File: config.mk
export PLATFORM = sky130hd
export DESIGN_NAME = pe_array_sequencer
export DESIGN_NICKNAME = d
export VERILOG_FILES = /design/src/rtl/pe_array_sequencer.sv
export SDC_FILE = /design/constraint.sdc
export NUM_CORES = 1
export LEC_CHECK = 0
export BUFFER_PORTS_ARGS = -buffer_cell sky130_fd_sc_hd__clkbuf_2
export CAP_MARGIN = 25
export CORE_MARGIN = 2
export CORE_UTILIZATION = 50
export DETAILED_ROUTE_END_ITERATION = 16
export HOLD_SLACK_MARGIN = 0.03
export PLACE_DENSITY = 0.81
export SKIP_CTS_REPAIR_TIMING = 1
export SLEW_MARGIN = 25
export SYNTH_ARGS = -nofsm -noshare
export SYNTH_HDL_FRONTEND = slang
export SYNTH_SLANG_ARGS = --single-unit
File: constraint.sdc
create_clock -name clk_i -period 6 [get_ports clk_i]
set_clock_uncertainty 0.1 [all_clocks]
set_input_delay 1.2 -clock clk_i [delete_from_list [all_inputs] [get_ports clk_i]]
set_output_delay 1.2 -clock clk_i [all_outputs]
set_load 0.01 [all_outputs]
File: src/rtl/pe_array_sequencer.sv
// pe_array_sequencer: job sequencer for a ROWS x COLS weight-stationary PE array.
// Loads weight rows, streams skewed activation vectors and tags each result with its index.
module pe_array_sequencer #(
    parameter int unsigned DATA_WIDTH = 8,
    parameter int unsigned ROWS       = 4,
    parameter int unsigned COLS       = 4,
    parameter int unsigned VW         = 8,
    parameter int unsigned ARRAY_LAT  = ROWS + COLS
) (
    input  logic                       clk_i,
    input  logic                       rst_ni,
    input  logic                       start_i,
    input  logic                       keep_weights_i,
    input  logic [VW-1:0]              num_vecs_i,
    input  logic                       w_valid_i,
    output logic                       w_ready_o,
    input  logic [DATA_WIDTH*COLS-1:0] w_data_i,
    input  logic                       a_valid_i,
    output logic                       a_ready_o,
    input  logic [DATA_WIDTH*ROWS-1:0] a_data_i,
    output logic [DATA_WIDTH*COLS-1:0] pe_weight_o,
    output logic [ROWS-1:0]            pe_load_row_o,
    output logic [DATA_WIDTH*ROWS-1:0] pe_data_o,
    output logic [ROWS-1:0]            pe_data_valid_o,
    output logic                       res_valid_o,
    output logic [VW-1:0]              res_idx_o,
    output logic                       busy_o,
    output logic                       done_o
);

    localparam int unsigned RW = (ROWS > 1) ? $clog2(ROWS) : 1;
    localparam int unsigned WW = DATA_WIDTH * COLS;

    typedef enum logic [2:0] {
        S_IDLE,
        S_LOAD,
        S_STREAM,
        S_DRAIN,
        S_DONE
    } state_e;

    state_e                 state_q, state_d;
    logic                   busy_q, done_q, w_ready_q, a_ready_q;
    logic                   wts_resident_q;
    logic [VW-1:0]          nv_q, vec_cnt_q, res_cnt_q;
    logic [RW-1:0]          row_cnt_q;
    logic [WW-1:0]          pe_weight_q;
    logic [ROWS-1:0]        pe_load_row_q;
    logic [ARRAY_LAT-1:0]   vsr_q;
    logic                   w_acc_c, a_acc_c, last_row_c;

    assign w_acc_c    = w_valid_i && w_ready_q;
    assign a_acc_c    = a_valid_i && a_ready_q;
    assign last_row_c = (row_cnt_q == RW'(ROWS - 1));

    // Next-state decode; readies are registered from the next state so they line up with it.
    always_comb begin
        state_d = state_q;
        unique case (state_q)
            S_IDLE: begin
                if (start_i && (num_vecs_i != '0)) begin
                    state_d = (keep_weights_i && wts_resident_q) ? S_STREAM : S_LOAD;
                end
            end
            S_LOAD:   if (w_acc_c && last_row_c) state_d = S_STREAM;
            S_STREAM: if (a_acc_c && (vec_cnt_q == nv_q - VW'(1))) state_d = S_DRAIN;
            S_DRAIN:  if (vsr_q[ARRAY_LAT-2:0] == '0) state_d = S_DONE;
            S_DONE:   state_d = S_IDLE;
            default:  state_d = S_IDLE;
        endcase
    end

    // State register, registered status/handshake outputs and job counters.
    always_ff @(posedge clk_i or negedge rst_ni) begin
        if (!rst_ni) begin
            state_q        <= S_IDLE;
            busy_q         <= 1'b0;
            done_q         <= 1'b0;
            w_ready_q      <= 1'b0;
            a_ready_q      <= 1'b0;
            wts_resident_q <= 1'b0;
            nv_q           <= '0;
            vec_cnt_q      <= '0;
            row_cnt_q      <= '0;
        end else begin
            state_q   <= state_d;
            busy_q    <= (state_d != S_IDLE);
            done_q    <= (state_d == S_DONE);
            w_ready_q <= (state_d == S_LOAD);
            a_ready_q <= (state_d == S_STREAM);
            if ((state_q == S_IDLE) && (state_d != S_IDLE)) begin
                nv_q      <= num_vecs_i;
                vec_cnt_q <= '0;
                row_cnt_q <= '0;
            end
            if (w_acc_c) begin
                row_cnt_q <= last_row_c ? '0 : row_cnt_q + RW'(1);
                if (last_row_c) wts_resident_q <= 1'b1;
            end
            if (a_acc_c) vec_cnt_q <= vec_cnt_q + VW'(1);
        end
    end

    // Weight row register and one-hot row load strobe, one cycle after each accepted beat.
    always_ff @(posedge clk_i or negedge rst_ni) begin
        if (!rst_ni) begin
            pe_weight_q   <= '0;
            pe_load_row_q <= '0;
        end else begin
            if (w_acc_c) pe_weight_q <= w_data_i;
            pe_load_row_q <= w_acc_c ? (ROWS'(1) << row_cnt_q) : '0;
        end
    end

    // In-flight token tracker: result valid ARRAY_LAT cycles after accept, indexed in order.
    always_ff @(posedge clk_i or negedge rst_ni) begin
        if (!rst_ni) begin
            vsr_q     <= '0;
            res_cnt_q <= '0;
        end else begin
            vsr_q <= ARRAY_LAT'({vsr_q, a_acc_c});
            if (state_q == S_DONE) begin
                res_cnt_q <= '0;
            end else if (vsr_q[ARRAY_LAT-1]) begin
                res_cnt_q <= res_cnt_q + VW'(1);
            end
        end
    end

    // Per-lane skew: lane r passes through r+1 stages; bubbles carry zero data.
    for (genvar r = 0; r < ROWS; r++) begin : g_lane
        localparam int unsigned LW = (r + 1) * DATA_WIDTH;
        localparam int unsigned VD = r + 1;
        logic [LW-1:0]         d_q;
        logic [VD-1:0]         v_q;
        logic [DATA_WIDTH-1:0] lane_c;

        assign lane_c = a_acc_c ? a_data_i[r*DATA_WIDTH +: DATA_WIDTH] : '0;

        // Shift the lane data and its valid bit one stage per cycle.
        always_ff @(posedge clk_i or negedge rst_ni) begin
            if (!rst_ni) begin
                d_q <= '0;
                v_q <= '0;
            end else begin
                d_q <= LW'({d_q, lane_c});
                v_q <= VD'({v_q, a_acc_c});
            end
        end

        assign pe_data_o[r*DATA_WIDTH +: DATA_WIDTH] = d_q[LW-1 -: DATA_WIDTH];
        assign pe_data_valid_o[r]                    = v_q[VD-1];
    end

    assign w_ready_o     = w_ready_q;
    assign a_ready_o     = a_ready_q;
    assign pe_weight_o   = pe_weight_q;
    assign pe_load_row_o = pe_load_row_q;
    assign res_valid_o   = vsr_q[ARRAY_LAT-1];
    assign res_idx_o     = res_cnt_q;
    assign busy_o        = busy_q;
    assign done_o        = done_q;

endmodule

# Yosys cells after proc, flatten, opt, wreduce, memory -nomap -nowiden

Index checks and enable logic that the tools add are counted.

Add/subtract/negate cells: 4
Eq/ne operators: 9
Shift-type cells: 1
Multiplexer cells: 18
Reduce and logical (&&, ||, !) cells: 15

Operator list:

| kind                                                               | count |
|---|---|
| 8-bit 2-to-1 mux                                                   | 8 |
| 8-bit by 1-bit adder with 8-bit output, second input constant      | 2 |
| 3-bit 2-to-1 mux                                                   | 4 |
| 3-bit case mux with 4 select lines                                 | 1 |
| 3-bit by 2-bit == test with 1-bit output, second input constant    | 3 |
| 8-bit == test                                                      | 1 |
| 2-bit 2-to-1 mux                                                   | 4 |
| 8-bit nonzero test                                                 | 1 |
| 8-bit by 1-bit subtractor with 8-bit output, second input constant | 1 |
| 1-bit logical AND                                                  | 7 |
| 7-bit zero test                                                    | 1 |
| 3-bit by 1-bit == test with 1-bit output, second input constant    | 2 |
| 3-bit == test, second input constant                               | 2 |
| 2-bit nonzero test                                                 | 3 |
| 4-bit 2-to-1 mux                                                   | 1 |
| 1-bit by 2-bit left shift with 4-bit output, first input constant  | 1 |
| 3-bit zero test                                                    | 1 |
| 3-bit nonzero test                                                 | 1 |
| 2-bit by 1-bit adder with 2-bit output, second input constant      | 1 |
| 2-bit == test, second input constant                               | 1 |
| 2-bit AND reduction                                                | 1 |

Flip-flop bits (word level): 168
Bits of input ports: 78
Output and inout bits: 85
Logic and storage cells: 68

# Longest topological paths before layout

Gate-level depths: netlist (run 1).

Word-level depth: 9
Mapped depth: 8

# Worst setup path before layout (run 1)

No wires, ideal clock.

Kind: input-to-reg
Start point: in start_i
End point: reg nv_q[6]
Setup time: 127 ps
Arrival time: 2343 ps
Data required time: 5773 ps
Path slack: 3430 ps
Stages on the path: 4
Buffers on the path: 1
Path through: or4b_4 -> a21oi_4 -> buf_6 -> mux2_1

Word-level cells in the longest chain between the ends: 5

Ends and longest elaborated chain:

| item                               | RTL line | source |
|---|---|---|
| start: declaration                 | 12       | `input logic start_i,` |
| 1-bit logical AND                  | 61       | `if (start_i && (num_vecs_i != '0)) begin` |
| 3-bit 2-to-1 mux                   | 61       |  |
| 3-bit case mux with 4 select lines | 59       | `unique case (state_q)` |
| 3-bit nonzero test                 | 91       | `if ((state_q == S_IDLE) && (state_d != S_IDLE)) begin` |
| 1-bit logical AND                  | 91       |  |
| end signal: assignment             | 92       | `nv_q <= num_vecs_i;` |
| end: declaration                   | 45       | `logic [VW-1:0] nv_q, vec_cnt_q, res_cnt_q;` |

Every way passes these cells.
A chain may end at the register's enable or synchronous reset.

# Worst setup path after layout (run 1)

Start point: reg a_ready_q (netlist: a_ready_o)
End point: out a_ready_o

RTL lines:

| item                     | RTL line | source |
|---|---|---|
| start: declaration       | 43       | `logic busy_q, done_q, w_ready_q, a_ready_q;` |
| start signal: assignment | 90       | `a_ready_q <= (state_d == S_STREAM);` |
| end: declaration         | 19       | `output logic a_ready_o,` |

No word-level cell between the ends.

==> results of run 1 <==
==> logic make-up after synthesis <==
kind of cell	synth area share, %
XOR/XNOR	2.10
buffers and inverters	5.56
multiplexers	1.33
AND/OR/NAND/NOR	16.7
AO/OA/AOI/OAI	5.00
adder cells (fa/ha/maj)	1.50
flip-flops	67.8
==> how the worst max path moves through the flow <==
| stage | to | slack, ns | cells past startpoint |
|---|---|---|---|
| floorplan | nv_q[6]$_DFFE_PN0P_ | 3.43 | 4 |
| global placement | state_q[0]$_DFF_PN0_ | 2.89 | 6 |
| detailed placement | state_q[0]$_DFF_PN0_ | 2.70 | 6 |
| CTS | a_ready_o | 3.11 | 1 |
| global route | a_ready_o | 2.97 | 1 |
| finish | a_ready_o | 3.15 | 1 |
==> layout make-up <==
| class | instances | area share [%] |
|---|---|---|
| clock buffers | 21 | 6.43 |
| clock inverters | 11 | 2.19 |
| inverters | 7 | 0.367 |
| multi-input cells | 277 | 21.7 |
| flip-flops and latches | 158 | 55.3 |
| well taps | 143 | 2.50 |
| repair buffers | 163 | 11.5 |
==> metal layers <==
metal / share of wire (%) / GRT usage, %
met5: 0 / 0
met4: 0.94 / 6.02
met1: 42 / 24.7
met2: 52 / 30.7
met3: 5.0 / 5.72
==> sequential cells by signal, indices dropped and copies added, names as in the netlist <==
signal	count
g_lane.d_q	80
pe_weight_o	32
nv_q	8
res_idx_o	8
vec_cnt_q	8
vsr_q	5
pe_load_row_o	4
g_lane.v_q	3
state_q	3
row_cnt_q	2
a_ready_o	1
busy_o	1
done_o	1
w_ready_o	1
wts_resident_q	1
==> Yosys cell counts, types with 2 or more instances <==
library cell	number	area, sq um
dfrtp_1	158	3950
nand2_1	116	435
and3_1	40	250
buf_4	28	210
clkbuf_1	17	63.8
nor2_1	17	63.8
o21ai_1	15	75.1
nand4_1	8	50.1
ha_1	7	87.6
xnor2_1	7	61.3
xor2_1	7	61.3
inv_1	6	22.5
mux2_2	5	56.3
nand2b_1	5	31.3
o21ai_0	5	25.0
a21oi_1	4	20.0
a31oi_1	4	25.0
nor3_1	4	20.0
nor4_1	3	18.8
o31ai_1	3	22.5
a211oi_1	2	15.0
buf_1	2	7.51
nor3b_1	2	15.0
or3_1	2	12.5
==> power by group through the flow <==
| stage | Clock, uW | Sequential, uW | Combinational [uW] |
|---|---|---|---|
| floorplan | 0 | 1530 | 462 |
| global placement | 0 | 1510 | 742 |
| detailed placement | 0 | 1520 | 773 |
| CTS | 1110 | 1510 | 779 |
| global route | 1160 | 1540 | 867 |
| finish | 1090 | 1510 | 767 |
==> metrics by stage <==
step,instance area [sq um],utilization [%]
final,7160,62.7
after global routing,7160,62.7
after CTS,7150,62.6
after detailed placement,6540,57.2
after global placement,6540,57.2
after floorplan,5830,-
==> impl_metrics.tcl, run 1 <==
set metrics [dict create \
    status "complete, no violations" \
    power_density_mw_per_mm2 470 \
    regArea_sq_mm 0.00395 \
    rsz0062_at_grt "false" \
    finalSetupTns_ns 0 \
    holdPathEnd "g_lane[3].d_q[22]$_DFF_PN0_" \
    finalNetCount 709 \
    syn_nets 576 \
    holdWs_ns 0.245 \
    ios 163 \
    worstPathCellList "clkbuf_2" \
    cts_sinks 158 \
    hp-class "flop to flop" \
    synth_area_sq_mm 0.00583 \
    n_fill_cell 895 \
    arrival_ns 1.55 \
    synth.distinct_cells 48 \
    core_area_sq_mm 0.0114 \
    antennaDiodeCount 0 \
    post-place-ws_ns 2.70 \
    cp.buffers_inverters 1 \
    via_count 3942 \
    grt_pass1_vias 3856 \
    die_width_microns 112 \
    regToRegEndpoint "state_q[0]$_DFF_PN0_" \
    gp_congestion 0.827 \
    reg2reg_depth 5 \
    final_cell_count_no_fill 780 \
    clockBufferDepth 2 \
    max_stage_delay_ns 0.89 \
    grt_max_degree 97 \
    switchingPower_uw 1040 \
    dp_hpwl_microns 7770 \
    rows 39 \
    synth_flop_cell "dfrtp_1" \
    hold_depth 0 \
    ir_drop_v 0.000341 \
    path_class "flop to primary output" \
    cp_max_fo 34 \
    htreeDepth 4 \
    wl_per_cell_microns 14.5 \
    slew_headroom_pct 37.9 \
    grt_pass1_wl_microns 18700 \
    ys_seq_area_share_pct 67.8 \
    cell_internal_pwr_uw 2320 \
    dieArea_sq_mm 0.0125 \
    crit_family "flip-flops" \
    cts_inserted_buffers 17 \
    multi_input_area_sq_mm 0.00156 \
    cts_tree "yes" \
    synth-edff-count 0 \
    drv_cap 0 \
    worst_pin_slew_ns 0.929 \
    period_needed_ns 2.85 \
    drt_iter0_drc 311 \
    place_inst 748 \
    die_h_microns 112 \
    final_cell_mix "clkbuf_2 (161), dfrtp_1 (158), nand2_1 (115)" \
    setup_viol 0 \
    maxSlewViolCount 0 \
    area_growth_pct 22.8 \
    drive_gt1_share_pct 32.3 \
    synth_cells 491 \
    period_share_pct 47.5 \
    start_util_pct 51.1 \
    clkSlewWorstSetupHoldPaths_ns 0.06 \
    leakagePower_uw 0.00398 \
    clk_root_buffer_cell "clkbuf_16" \
    yosys_register_bits 158 \
    p_comb_share_pct 22.8 \
    cpMaxStageDelayCell "dfrtp_1" \
    yosys_warnings 0 \
    clkPwrFrac_pct 32.4 \
    final.setup.worst_slack_ns 3.15 \
    r2r_setup_slack_ns 3.44 \
    startpoint "a_ready_o$_DFF_PN0_" \
    netSwitchingFraction_pct 31.0 \
    hold_viol_final 0 \
    io_buffers 162 \
    grt-ovfl-total 0 \
    total_power_uw 3360 \
    max_freq_ghz 0.351 \
    worst_setup_path_start_kind "flop" \
    routed_wirelength_microns 11300 \
    clock_latency_ns 0.40 \
    antenna_found_initial 0 \
    via_per_inst 5.05 \
    final_common_cell "clkbuf_2" \
    drtAntennaViolNets 0 \
    drc 0 \
    r2r_start "a_ready_o$_DFF_PN0_" \
    worstPathRequired_ns 4.70 \
    hold_start "g_lane[3].d_q[14]$_DFF_PN0_" \
    async_flop_share_pct 100 \
    drt_pre_antenna_iters 4 \
    syn_area_per_cell_sq_um 11.9 \
    pwr-share-seq_pct 44.8 \
    crit_path_end_kind "primary output" \
    grtUsageTotal_pct 18.9 \
]
(Power assumes the default switching activity.)
==> run 2, diff against run 1 <==
==> constraint.sdc (replaced) <==
create_clock -name clk_i -period 2.75 [get_ports clk_i]
set_clock_uncertainty 0.1 [all_clocks]
set_input_delay 0.55 -clock clk_i [delete_from_list [all_inputs] [get_ports clk_i]]
set_output_delay 0.55 -clock clk_i [all_outputs]
set_load 0.01 [all_outputs]
==> run 2 against run 1 <==
  * Clock-buffer cell count decreased by 2
  * Largest cell class unchanged
  * Sequential power up 110%
  * Clock power increased by 120%
  * Highest routed layer unchanged
  * Design area rose by 0.80%
  * Non-clock buffer count up 6
  * Power increased by 120%
  * Final cell count grew 0.77%
  * Largest power group unchanged
  * Flip-flop and latch count is the same
  * Critical endpoint is now vec_cnt_q[2]$_DFFE_PN0P_
  * Combinational power increased by 130%
  * Sequential share of layout area fell by 0.44 points
  * Die area is the same
==> impl_metrics.tcl, run 2 (synthesized netlist as in run 1, its figures left out) <==
set metrics [dict create \
    htreeDepth 4 \
    antenna_found_initial 0 \
    via_per_inst 5.03 \
    total_power_uw 7370 \
    drt_iter0_drc 315 \
    gp_congestion 0.844 \
    setup_viol 0 \
    pwr-share-seq_pct 44.0 \
    clk_root_buffer_cell "clkbuf_16" \
    worst_setup_path_start_kind "flop" \
    grt_pass1_wl_microns 19400 \
    finalNetCount 715 \
    r2r_setup_slack_ns 0.55 \
    rsz0062_at_grt "false" \
    largest_reg_flops 80 \
    path_class "flop to flop" \
    worstPathRequired_ns 2.94 \
    clkSlewWorstSetupHoldPaths_ns 0.06 \
    grt_max_degree 62 \
    start_util_pct 51.1 \
    ios 163 \
    dp_hpwl_microns 8190 \
    fin_area_sq_mm 0.00721 \
    fin_util_pct 63.2 \
    drtAntennaViolNets 0 \
    die_width_microns 112 \
    area_growth_pct 23.7 \
    period_share_pct 80.0 \
    crit_path_end_kind "flop" \
    switchingPower_uw 2320 \
    met1Wirelength_microns 4650 \
    maxSlewViolCount 0 \
    via_count 3954 \
    dr.max_layer_used "met4" \
    clock_latency_ns 0.41 \
    worst_pin_slew_ns 0.553 \
    drv_cap 0 \
    grtUsageTotal_pct 19.7 \
    met3_length_microns 625 \
    reg2reg_depth 5 \
    hold_viol_final 0 \
    final_cell_mix "clkbuf_2 (161), dfrtp_1 (158), nand2_1 (116)" \
    max_freq_ghz 0.455 \
    regMostFlops "g_lane.d_q" \
    die_h_microns 112 \
    p_comb_share_pct 23.9 \
    ir_drop_v 0.000731 \
    final_common_cell "clkbuf_2" \
    grt-ovfl-total 0 \
    arrival_ns 2.39 \
    leakagePower_uw 0.00400 \
    rows 39 \
    startpoint "state_q[1]$_DFF_PN0_" \
    cts_inserted_buffers 17 \
    cell_internal_pwr_uw 5050 \
    dieArea_sq_mm 0.0125 \
    dr_wl_met2_microns 6220 \
    cp_max_fo 17 \
    power_density_mw_per_mm2 1020 \
    dpl_cell_area_sq_mm 0.00661 \
    routed_wirelength_microns 11800 \
    wl_per_cell_microns 15.0 \
    antennaDiodeCount 0 \
    period_needed_ns 2.20 \
    drive_gt1_share_pct 32.8 \
    clkPwrFrac_pct 32.1 \
    regToRegEndpoint "vec_cnt_q[2]$_DFFE_PN0P_" \
    grt_pass1_vias 4010 \
    drt_pre_antenna_iters 4 \
    finalSetupTns_ns 0 \
    netSwitchingFraction_pct 31.5 \
    clockBufferDepth 2 \
    status "complete, no violations" \
    io_buffers 162 \
    cts_tree "yes" \
    cts_sinks 158 \
    drc 0 \
    slew_headroom_pct 62.8 \
    hp-class "input pin to asynchronous set/reset pin" \
    core_area_sq_mm 0.0114 \
    r2r_start "state_q[1]$_DFF_PN0_" \
]
==> run 2: power groups by stage <==
stage,sequential (uW),clock [uW],combinational [uW]
after floorplan,3330,0,1010
after global placement,3240,0,1700
after detailed placement,3280,0,1770
after CTS,3250,2410,1790
after global routing,3310,2510,1970
final,3240,2360,1760
==> run 2: per-layer routing <==
metal / vias to the layer above / GRT usage [%]
li1: 1871 / -
met1: 1929 / 23.5
met2: 130 / 33.4
met3: 24 / 5.33
met4: 0 / 9.11
met5: - / 0
==> run 2: how the worst max path moves through the flow <==
stage	to	slack [ns]	cells after the start
2_1_floorplan	nv_q[6]$_DFFE_PN0P_	0.83	4
3_3_place_gp	vec_cnt_q[3]$_DFFE_PN0P_	0.58	6
3_5_place_dp	vec_cnt_q[5]$_DFFE_PN0P_	0.49	6
4_1_cts	vec_cnt_q[4]$_DFFE_PN0P_	0.56	5
5_1_grt	vec_cnt_q[5]$_DFFE_PN0P_	0.41	5
6_report	vec_cnt_q[2]$_DFFE_PN0P_	0.55	5
==> run 2: worst max-delay path: stages (launching register included) <==
cell and delay, ns:
dfrtp_1 0.47, or4b_4 0.57, a21oi_4 0.44, nor2_1 0.23, o21ai_1 0.19, o21ai_1 0.08
==> run 2: cell type report <==
class                           instances  area, sq um
Fill cell                             914         4210
Clock buffer                           19          443
Timing Repair Buffer                  169          895
Sequential cell                       158         3950
Inverter                                7         26.3
Tap cell                              143          179
Multi-Input combinational cell        277         1550
Clock inverter                         13          165
==> run 2: stage by stage <==
step | worst slack, ns | hold slack [ns] | instances
after floorplan | 0.830 | 0.154 | 491
after global placement | 0.585 | 0.232 | 754
after detailed placement | 0.494 | 0.235 | 754
after CTS | 0.564 | 0.0258 | 786
after global routing | 0.407 | 0.0445 | 786
final | 0.551 | 0.00980 | 786
